--- src/rtl/fetch_pkg.sv ---
// Shared types and defaults for the RV32I instruction-fetch stage.
package fetch_pkg;

    localparam int unsigned XLEN = 32;

    localparam logic [XLEN-1:0] RESET_PC_DEFAULT  = 32'h0000_0000;
    localparam logic [XLEN-1:0] NOP_INSTR_DEFAULT = 32'h0000_0013;

    typedef enum logic {
        BOOT = 1'b0,
        RUN  = 1'b1
    } fetch_state_e;

    typedef struct packed {
        logic [XLEN-1:0] instr;
        logic [XLEN-1:0] pc;
        logic [XLEN-1:0] pc_plus4;
        logic            valid;
        logic            misalign;
    } if_id_t;

    function automatic logic [XLEN-1:0] pc_inc(input logic [XLEN-1:0] pc);
        return pc + XLEN'(4);
    endfunction

endpackage

--- src/rtl/fetch_stage_if.sv ---
// Hazard-control, instruction-memory and IF/ID signals of the fetch stage.
interface fetch_stage_if;

    logic        stall_f;
    logic        flush_d;
    logic        pc_src_e;
    logic [31:0] pc_target_e;
    logic [31:0] imem_addr_o;
    logic [31:0] imem_rdata_i;
    logic [31:0] instr_d;
    logic [31:0] pc_d;
    logic [31:0] pc_plus4_d;
    logic        valid_d;
    logic        misalign_d;

    modport master (
        input  stall_f, flush_d, pc_src_e, pc_target_e, imem_rdata_i,
        output imem_addr_o, instr_d, pc_d, pc_plus4_d, valid_d, misalign_d
    );

    modport slave (
        output stall_f, flush_d, pc_src_e, pc_target_e, imem_rdata_i,
        input  imem_addr_o, instr_d, pc_d, pc_plus4_d, valid_d, misalign_d
    );

endinterface

--- src/rtl/fetch_stage_if_id_reg.sv ---
// IF/ID pipeline register: flush inserts a bubble, stall holds, else load.
module if_id_reg
    import fetch_pkg::*;
#(
    parameter logic [XLEN-1:0] NOP_INSTR = NOP_INSTR_DEFAULT
) (
    input  logic   clk,
    input  logic   rst,
    input  logic   flush,
    input  logic   stall,
    input  if_id_t d,
    output if_id_t q
);

    // A bubble keeps pc/pc_plus4 so the bubble still carries its last PC context.
    always_ff @(posedge clk or posedge rst) begin
        if (rst) begin
            q.instr    <= NOP_INSTR;
            q.pc       <= '0;
            q.pc_plus4 <= '0;
            q.valid    <= 1'b0;
            q.misalign <= 1'b0;
        end else if (flush) begin
            q.instr    <= NOP_INSTR;
            q.valid    <= 1'b0;
            q.misalign <= 1'b0;
        end else if (!stall) begin
            q <= d;
        end
    end

endmodule

--- src/rtl/fetch_stage.sv ---
// RV32I IF stage: PC, next-PC select, boot FSM and IF/ID capture.
// Optional misaligned-redirect flag enabled by `define FETCH_MISALIGN_TRAP_EN.
module fetch_stage
    import fetch_pkg::*;
#(
    parameter logic [XLEN-1:0] RESET_PC  = RESET_PC_DEFAULT,
    parameter logic [XLEN-1:0] NOP_INSTR = NOP_INSTR_DEFAULT
) (
    input logic           clk,
    input logic           rst,
    fetch_stage_if.master bus
);

    fetch_state_e    state_q, state_n;
    logic [XLEN-1:0] pc_q, pc_n;
    logic            ifid_flush_c;
    logic            misalign_c;
    if_id_t          ifid_d, ifid_q;

    always_ff @(posedge clk or posedge rst) begin
        if (rst) begin
            state_q <= BOOT;
            pc_q    <= RESET_PC;
        end else begin
            state_q <= state_n;
            pc_q    <= pc_n;
        end
    end

    // BOOT discards the memory word seen on the reset-release cycle.
    always_comb begin
        state_n      = state_q;
        pc_n         = pc_q;
        ifid_flush_c = 1'b0;
        case (state_q)
            BOOT: begin
                state_n      = RUN;
                ifid_flush_c = 1'b1;
            end
            RUN: begin
                ifid_flush_c = bus.flush_d;
                if (bus.pc_src_e) begin
                    pc_n = {bus.pc_target_e[XLEN-1:2], 2'b00};
                end else if (!bus.stall_f) begin
                    pc_n = pc_inc(pc_q);
                end
            end
            default: begin
                state_n      = BOOT;
                ifid_flush_c = 1'b1;
            end
        endcase
    end

`ifdef FETCH_MISALIGN_TRAP_EN
    logic pend_q, pend_n;

    always_ff @(posedge clk or posedge rst) begin
        if (rst) begin
            pend_q <= 1'b0;
        end else begin
            pend_q <= pend_n;
        end
    end

    // A redirect's own flush must not clear the flag it is setting.
    always_comb begin
        pend_n = pend_q;
        if (state_q == RUN) begin
            if (bus.pc_src_e) begin
                pend_n = |bus.pc_target_e[1:0];
            end else if (bus.flush_d || !bus.stall_f) begin
                pend_n = 1'b0;
            end
        end
    end

    assign misalign_c = pend_q;
`else
    logic unused_tgt_lsb;
    assign unused_tgt_lsb = ^bus.pc_target_e[1:0];
    assign misalign_c     = 1'b0;
`endif

    always_comb begin
        ifid_d.instr    = bus.imem_rdata_i;
        ifid_d.pc       = pc_q;
        ifid_d.pc_plus4 = pc_inc(pc_q);
        ifid_d.valid    = 1'b1;
        ifid_d.misalign = misalign_c;
    end

    if_id_reg #(
        .NOP_INSTR (NOP_INSTR)
    ) u_if_id_reg (
        .clk   (clk),
        .rst   (rst),
        .flush (ifid_flush_c),
        .stall (bus.stall_f),
        .d     (ifid_d),
        .q     (ifid_q)
    );

    assign bus.imem_addr_o = pc_q;
    assign bus.instr_d     = ifid_q.instr;
    assign bus.pc_d        = ifid_q.pc;
    assign bus.pc_plus4_d  = ifid_q.pc_plus4;
    assign bus.valid_d     = ifid_q.valid;
    assign bus.misalign_d  = ifid_q.misalign;

endmodule

--- src/flat_wrapper.sv ---
// flat-port wrapper written by rule: the top's interface ports become plain ports
module fetch_stage_flat import fetch_pkg::*;
#(
    parameter logic [XLEN-1:0] RESET_PC  = RESET_PC_DEFAULT,
    parameter logic [XLEN-1:0] NOP_INSTR = NOP_INSTR_DEFAULT
)
  (clk, rst, bus_stall_f, bus_flush_d, bus_pc_src_e, bus_pc_target_e, bus_imem_rdata_i, bus_imem_addr_o, bus_instr_d, bus_pc_d, bus_pc_plus4_d, bus_valid_d, bus_misalign_d);
  fetch_stage_if bus_i ();
  input logic clk;
  input logic rst;
  input wire logic [$bits(bus_i.stall_f)-1:0] bus_stall_f;
  input wire logic [$bits(bus_i.flush_d)-1:0] bus_flush_d;
  input wire logic [$bits(bus_i.pc_src_e)-1:0] bus_pc_src_e;
  input wire logic [$bits(bus_i.pc_target_e)-1:0] bus_pc_target_e;
  input wire logic [$bits(bus_i.imem_rdata_i)-1:0] bus_imem_rdata_i;
  output wire logic [$bits(bus_i.imem_addr_o)-1:0] bus_imem_addr_o;
  output wire logic [$bits(bus_i.instr_d)-1:0] bus_instr_d;
  output wire logic [$bits(bus_i.pc_d)-1:0] bus_pc_d;
  output wire logic [$bits(bus_i.pc_plus4_d)-1:0] bus_pc_plus4_d;
  output wire logic [$bits(bus_i.valid_d)-1:0] bus_valid_d;
  output wire logic [$bits(bus_i.misalign_d)-1:0] bus_misalign_d;
  assign bus_i.stall_f = bus_stall_f;
  assign bus_i.flush_d = bus_flush_d;
  assign bus_i.pc_src_e = bus_pc_src_e;
  assign bus_i.pc_target_e = bus_pc_target_e;
  assign bus_i.imem_rdata_i = bus_imem_rdata_i;
  assign bus_imem_addr_o = bus_i.imem_addr_o;
  assign bus_instr_d = bus_i.instr_d;
  assign bus_pc_d = bus_i.pc_d;
  assign bus_pc_plus4_d = bus_i.pc_plus4_d;
  assign bus_valid_d = bus_i.valid_d;
  assign bus_misalign_d = bus_i.misalign_d;
  fetch_stage #(.RESET_PC(RESET_PC), .NOP_INSTR(NOP_INSTR)) u_core (.clk(clk), .rst(rst), .bus(bus_i));
endmodule
--- config.mk ---
export PLATFORM = sky130hd
export DESIGN_NAME = fetch_stage_flat
export DESIGN_NICKNAME = d
export VERILOG_FILES = /design/src/rtl/fetch_pkg.sv /design/src/rtl/fetch_stage_if.sv /design/src/rtl/fetch_stage_if_id_reg.sv /design/src/rtl/fetch_stage.sv /design/src/flat_wrapper.sv
export SDC_FILE = /design/constraint.sdc
export NUM_CORES = 1
export LEC_CHECK = 0
export ABC_AREA = 1
export ABC_CLOCK_PERIOD_IN_PS = 9000
export CELL_PAD_IN_SITES_DETAIL_PLACEMENT = 0
export CELL_PAD_IN_SITES_GLOBAL_PLACEMENT = 2
export CORE_ASPECT_RATIO = 0.5
export CORE_MARGIN = 8
export CORE_UTILIZATION = 38
export CTS_BUF_LIST = sky130_fd_sc_hd__clkbuf_4 sky130_fd_sc_hd__clkbuf_8 sky130_fd_sc_hd__clkbuf_16
export CTS_CLUSTER_DIAMETER = 100
export CTS_CLUSTER_SIZE = 14
export DETAILED_ROUTE_END_ITERATION = 7
export DONT_BUFFER_PORTS = 1
export PLACE_DENSITY_LB_ADDON = 0.1
export SLEW_MARGIN = 20
export SYNTH_ARGS = -nofsm -noshare
export SYNTH_HDL_FRONTEND = slang
export SYNTH_SLANG_ARGS = --single-unit
--- constraint.sdc ---
create_clock -name clk -period 9 [get_ports clk]
set_input_delay 1.8 -clock clk [delete_from_list [all_inputs] [get_ports clk]]
set_output_delay 1.8 -clock clk [all_outputs]
set_load 0.05 [all_outputs]
# --- After elaboration in Yosys (flattened, before gate mapping) ---
# Cells that the tools add are included.
op_classes:
  shifts: 0
  div_mod_pow: 0
  add_sub_neg: 1
  n_eq_ne: 2
  n_mul: 0
  reduce_logical: 2
  n_bitwise: 3
  n_mux: 6
  order_cmp: 0
ops:
  columns: ["cell", "count"]
  rows:
  - ["98-bit 2-to-1 mux", 1]
  - ["32-bit 2-to-1 mux", 3]
  - ["32-bit by 3-bit adder with 32-bit output (second input constant)", 1]
  - ["2-bit by 1-bit inequality test with 1-bit output (second input constant)", 2]
  - ["2-bit AND reduction", 2]
  - ["1-bit NOT", 3]
  - ["2-bit 2-to-1 mux", 1]
  - ["1-bit one-hot mux with 2 select lines", 1]
word_totals:
  memories: 0
  wordCells: 21
  mem_bits_rw: 0
  out_inout_bits: 130
  mem_bits_ro: 0
  latchBits: 0
  reg_bits: 131
  input_bits: 69

# --- Depth between registers and ports, before layout ---
logic_depth:
  depth_word: 4
  ltp_mapped: 10
  mapped_depth_nobuf: 10

# --- Cells and area by module ---
# Synthesis repeated with hierarchy kept, for this count alone.
unflattened:
  hier_cells: 853
  hier_area_um2: 6653.9
by_module_without_submodules:
  columns: ["mod", "seq_area_each_um2", "cells_each", "area_per_inst_um2", "n_inst"]
  rows:
  - ["if_id_reg", 2456.1, 421, 3811.2, 1]
  - ["fetch_stage", 775.7, 432, 2842.7, 1]

# --- Worst setup path after synthesis ---
# No wires, ideal clock.
synth_timing:
  kind: "input to register"
  start: "input port bus_flush_d"
  end: "register u_core.u_if_id_reg.q[37] in the netlist's numbering"
  setup_slack_ns: 6.290
  n_path_buf: 2
  cell_stages: 8
  required_ns: 8.870
  setup_time_ns: 0.130
  arrival_ns: 2.579
  path_cell_list: "nor2_1 > inv_1 > nor2_2 > inv_1 > buf_2 > buf_2 > nand2_1 > o21ai_0"
synth_between:
  elab_chain_cells: 3
synth_lines:
  columns: ["element", "line_no", "source"]
  rows:
  - ["from (decl)", "flat_wrapper.sv:12", "input wire logic [$bits(bus_i.flush_d)-1:0] bus_flush_d;"]
  - ["1-bit one-hot mux with 2 select lines", "fetch_stage.sv:35", "case (state_q)"]
  - ["1-bit NOT (no line)", null, null]
  - ["2-bit AND reduction (no line)", null, null]
  - ["to (decl)", "fetch_stage_if_id_reg.sv:12", "output if_id_t q"]
# Every way passes these cells.
# A chain may end at the register's enable or synchronous reset.

# --- Worst setup path in the final report ---
layout_timing:
  start: "input port bus_pc_src_e"
  end: "register u_core.pc_q[18] (netlist: u_core.bus.imem_addr_o[18])"
layout_between:
  elab_chain_cells: 2
  elab_cells_between_ends: 3
  cone_classes: "eq/ne: 1; mux: 1; reduce/logical: 1"
layout_lines:
  columns: ["element", "line_no", "source"]
  rows:
  - ["from (decl)", "flat_wrapper.sv:13", "input wire logic [$bits(bus_i.pc_src_e)-1:0] bus_pc_src_e;"]
  - ["2-bit by 1-bit inequality test with 1-bit output (no line)", null, null]
  - ["2-bit AND reduction (no line)", null, null]
  - ["to (signal assigned)", "fetch_stage.sv:26", "pc_q <= pc_n;"]
  - ["to (decl)", "fetch_stage.sv:15", "logic [XLEN-1:0] pc_q, pc_n;"]
# Several ways; a longest one is shown, not always the timed one.

==> run_results.csv <==
group,metric,value,unit
setup_path,crit_arrival,3.69,ns
min_path,hold_path.startpoint,"u_core.u_if_id_reg.q[70]",
clock_tree,cts_sinks,124,
sta,final-setup-viol-count,0,
detailed_routing,route.detailed.drc,0,
setup_path,cpMostUsedCell,"inv_2",
finish,layout-area-overhead-vs-synth,9.55,%
logic_synthesis,synth_cells,725,
sta,fin_worst_skew,0.00816,ns
clock_tree,cts_resized,0,
sta,hold_violations,0,
min_path,hold_path.class,"register to register",
setup_path,rrSetupSlack,6.66,ns
logic_synthesis,yosysWarnings,0,
finish,design_area,0.00657,mm2
logic_synthesis,ys_seq_area_frac,0.518,
pwr,p_per_area,302,mW/mm2
logic_synthesis,synth_area,0.00600,mm2
floorplan,dieWidth,194,um
setup_path,critPathBufInv,3,
placed_design,place_congestion,0.725,
min_path,worstHoldPathCells,1,
detailed_routing,drt-met1-wl,8.60,mm
detailed_routing,wl_per_cell,20.2,um
setup_path,crit_chain,"inv_2, a21oi_2, buf_4, inv_2, nor2_1, nand2_1, o21ai_0",
setup_path,worstSetupPathType,"input pin to register",
run_status,status,"finished, final reports clean",
floorplan,coreArea,0.0154,mm2
setup_path,critPathSlowestCell,"inv_2",
clock_tree,cts_buffers,17,
floorplan,die_area,0.0203,mm2
placed_design,place_area,0.00591,mm2
logic_synthesis,ys_seq_elements,124,
sta,tns,0,ns
setup_path,rr_worst_depth,10,
sta,timing.final.crit_share,0.379,
clock_tree,clockBufferDepth,2,
sta,maxSlewViolCount,0,
detailed_routing,met3_length,1.62,mm
global_route,grt_max_degree,77,
setup_path,reg2reg_to,"u_core.bus.imem_addr_o[24]",
clock_tree,hold_buffers,0,
detailed_routing,via_per_inst,5.01,
sta,rsz0062_at_grt,"false",
placed_design,io_buffers,0,
finish,n_antenna_cell,0,
setup_path,worstSetupEndpointType,"register",
floorplan,die_h,105,um
detailed_routing,ant_nets,0,
setup_path,cp-start-kind,"input pin",
setup_path,worstPathMaxFanout,51,
sta,tightest_slew,1.01,ns
logic_synthesis,synth_top_area_share,0.505,
floorplan,rows,32,
setup_path,required,9.28,ns
global_route,antenna_found_initial,0,
clock_tree,cts_tree,"yes",
flow_run,cap_viol_max_count,0,
global_route,grtUsageTotal,0.182,
detailed_routing,dr_wl_met2,7.90,mm
detailed_routing,drt_iter0_drc,212,
setup_path,max_stage_delay,0.70,ns
clock_tree,clkSlewWorstSetupHoldPaths,0.06,ns
finish,final_nets,757,
min_path,hold_path_end,"u_core.u_if_id_reg.q[70]",
logic_synthesis,synth_area_per_cell,8.28,um2
setup_path,critPathTopFamily,"buffers and inverters",
global_route,overflow,0,
detailed_routing,dr.pass1.iters,4,
clock_tree,insertion_delay,0.41,ns
logic_synthesis,synth_area_leaders,"dfrtp_1, nand2_1, nor2_1",
detailed_routing,highest_layer,"met4",
sta,slew_headroom,0.329,
sta,max_clock_freq,293,MHz
clock_tree,h-tree-depth,4,
detailed_routing,finalWirelength,18.2,mm
clock_tree,postCtsSetupRepairBufs,0,
floorplan,pin_count,199,
logic_synthesis,synth_top_area_cell,"dfrtp_1",
clock_tree,cts_root_buf,"clkbuf_16",
setup_path,r2r-start,"u_core.bus.imem_addr_o[3]",
finish,drive_above_1_share,0.0830,
pwr,leakage,3.15,nW
floorplan,initial_utilization,0.389,
global_route,first_global_vias,4614,
detailed_routing,num_vias,4520,
global_route,grt_pass1_wl,28.9,mm
sta,period_minus_slack,3.41,ns
logic_synthesis,synth.distinct_cells,30,
pwr,peakVddDrop,0.138,mV
placed_design,dp_hpwl,13.1,mm
==> worst reg2reg max path: stages (launching register included) <==
cell	delay, ns
dfrtp_1	0.77
ha_1	0.35
nand2_1	0.11
nor2_4	0.19
nand2_1	0.10
nor2_1	0.33
nand2_1	0.09
nand2_1	0.09
nand3_1	0.08
nand2_1	0.09
nand2_1	0.04
==> logic make-up (layout without fill, tap and decap cells) <==
| group | after synthesis | after routing | synth area share |
|---|---|---|---|
| adder cells (fa/ha/maj) | 1 | 1 | 0.00209 |
| AO/OA/AOI/OAI | 108 | 108 | 0.116 |
| buffers and inverters | 114 | 82 | 0.0972 |
| flip-flops | 124 | 124 | 0.518 |
| AND/OR/NAND/NOR | 367 | 367 | 0.252 |
| other | 2 | 8 | 0.00125 |
| XOR/XNOR | 9 | 9 | 0.0131 |
==> registers in the layout, summed over array words and instances (netlist names) <==
register,flops
u_core.bus.imem_addr_o,30
u_core.state_q,1
u_core.u_if_id_reg.q,93
==> per-stage QoR <==
stage               worst slack [ns]  hold slack (ns)  total power, mW  utilization  instances
floorplan                       3.91            0.493             1.19            -        731
global placement                5.14            0.645             1.23        0.384        872
detailed placement              5.11            0.658             1.24        0.384        872
CTS                             5.56            0.667             2.01        0.426        903
global route                    5.41            0.674             2.07        0.426        903
finish                          5.59            0.662             1.98        0.426        903
==> how the worst max path moves through the flow <==
stage / from / to / slack, ns / cells past startpoint
after floorplan: rst / u_core.bus.imem_addr_o[10] / 3.91 / 1
after global placement: bus_pc_src_e / u_core.bus.imem_addr_o[18] / 5.14 / 7
after detailed placement: bus_pc_src_e / u_core.bus.imem_addr_o[18] / 5.11 / 7
after CTS: bus_pc_src_e / u_core.bus.imem_addr_o[18] / 5.56 / 7
after global routing: bus_pc_src_e / u_core.bus.imem_addr_o[14] / 5.41 / 7
final: bus_pc_src_e / u_core.bus.imem_addr_o[18] / 5.59 / 7
==> cell usage after synthesis <==
cell	count
nand2_2	2
o22ai_1	5
a21oi_2	1
xnor2_1	2
nand2_4	2
nand4_1	1
o21ai_0	42
xor2_1	7
buf_4	37
nor2_1	84
o21a_1	9
inv_1	45
nor2_2	4
o22a_1	3
a21oi_1	6
nor2_4	6
a22o_1	29
conb_1	2
buf_1	3
inv_2	2
and2_1	2
buf_2	13
dfstp_2	3
ha_1	1
o211ai_1	2
nand3_1	42
dfrtp_1	121
o21ai_1	11
clkbuf_1	14
nand2_1	224
==> cell type report <==
cell class / count / area, um2
clock inverter: 13 / 215
timing repair buffer: 4 / 30.0
sequential: 124 / 3110
inverter: 47 / 181
clock buffer: 18 / 439
fill: 1550 / 8840
tap: 204 / 255
multi-input combinational: 493 / 2340
==> power by group <==
group / total, mW / internal, mW / switching, mW
logic: 0.189 / 0.0658 / 0.124
clock network: 0.765 / 0.500 / 0.265
registers: 1.03 / 0.634 / 0.395
==> layout by cell type, fill, tap and decap left out, drive strengths merged <==
cell type / n
dfstp: 3
ha: 1
o22a: 3
bufinv: 5
a21oi: 7
dfrtp: 121
xor2: 7
xnor2: 2
o21a: 9
o22ai: 5
a22o: 29
clkinv: 5
clkbuf: 18
buf: 4
o211ai: 2
clkinvlp: 1
nand3: 42
inv: 49
nand2: 228
nor2: 94
and2: 2
conb: 8
o21ai: 53
nand4: 1
==> per-layer routing <==
layer | GRT usage | vias to the layer above
li1 | - | 2208
met1 | 0.243 | 2171
met2 | 0.270 | 136
met3 | 0.0717 | 5
met4 | 0.0475 | 0
met5 | 0 | -
Power figures use the tool's default switching activity.
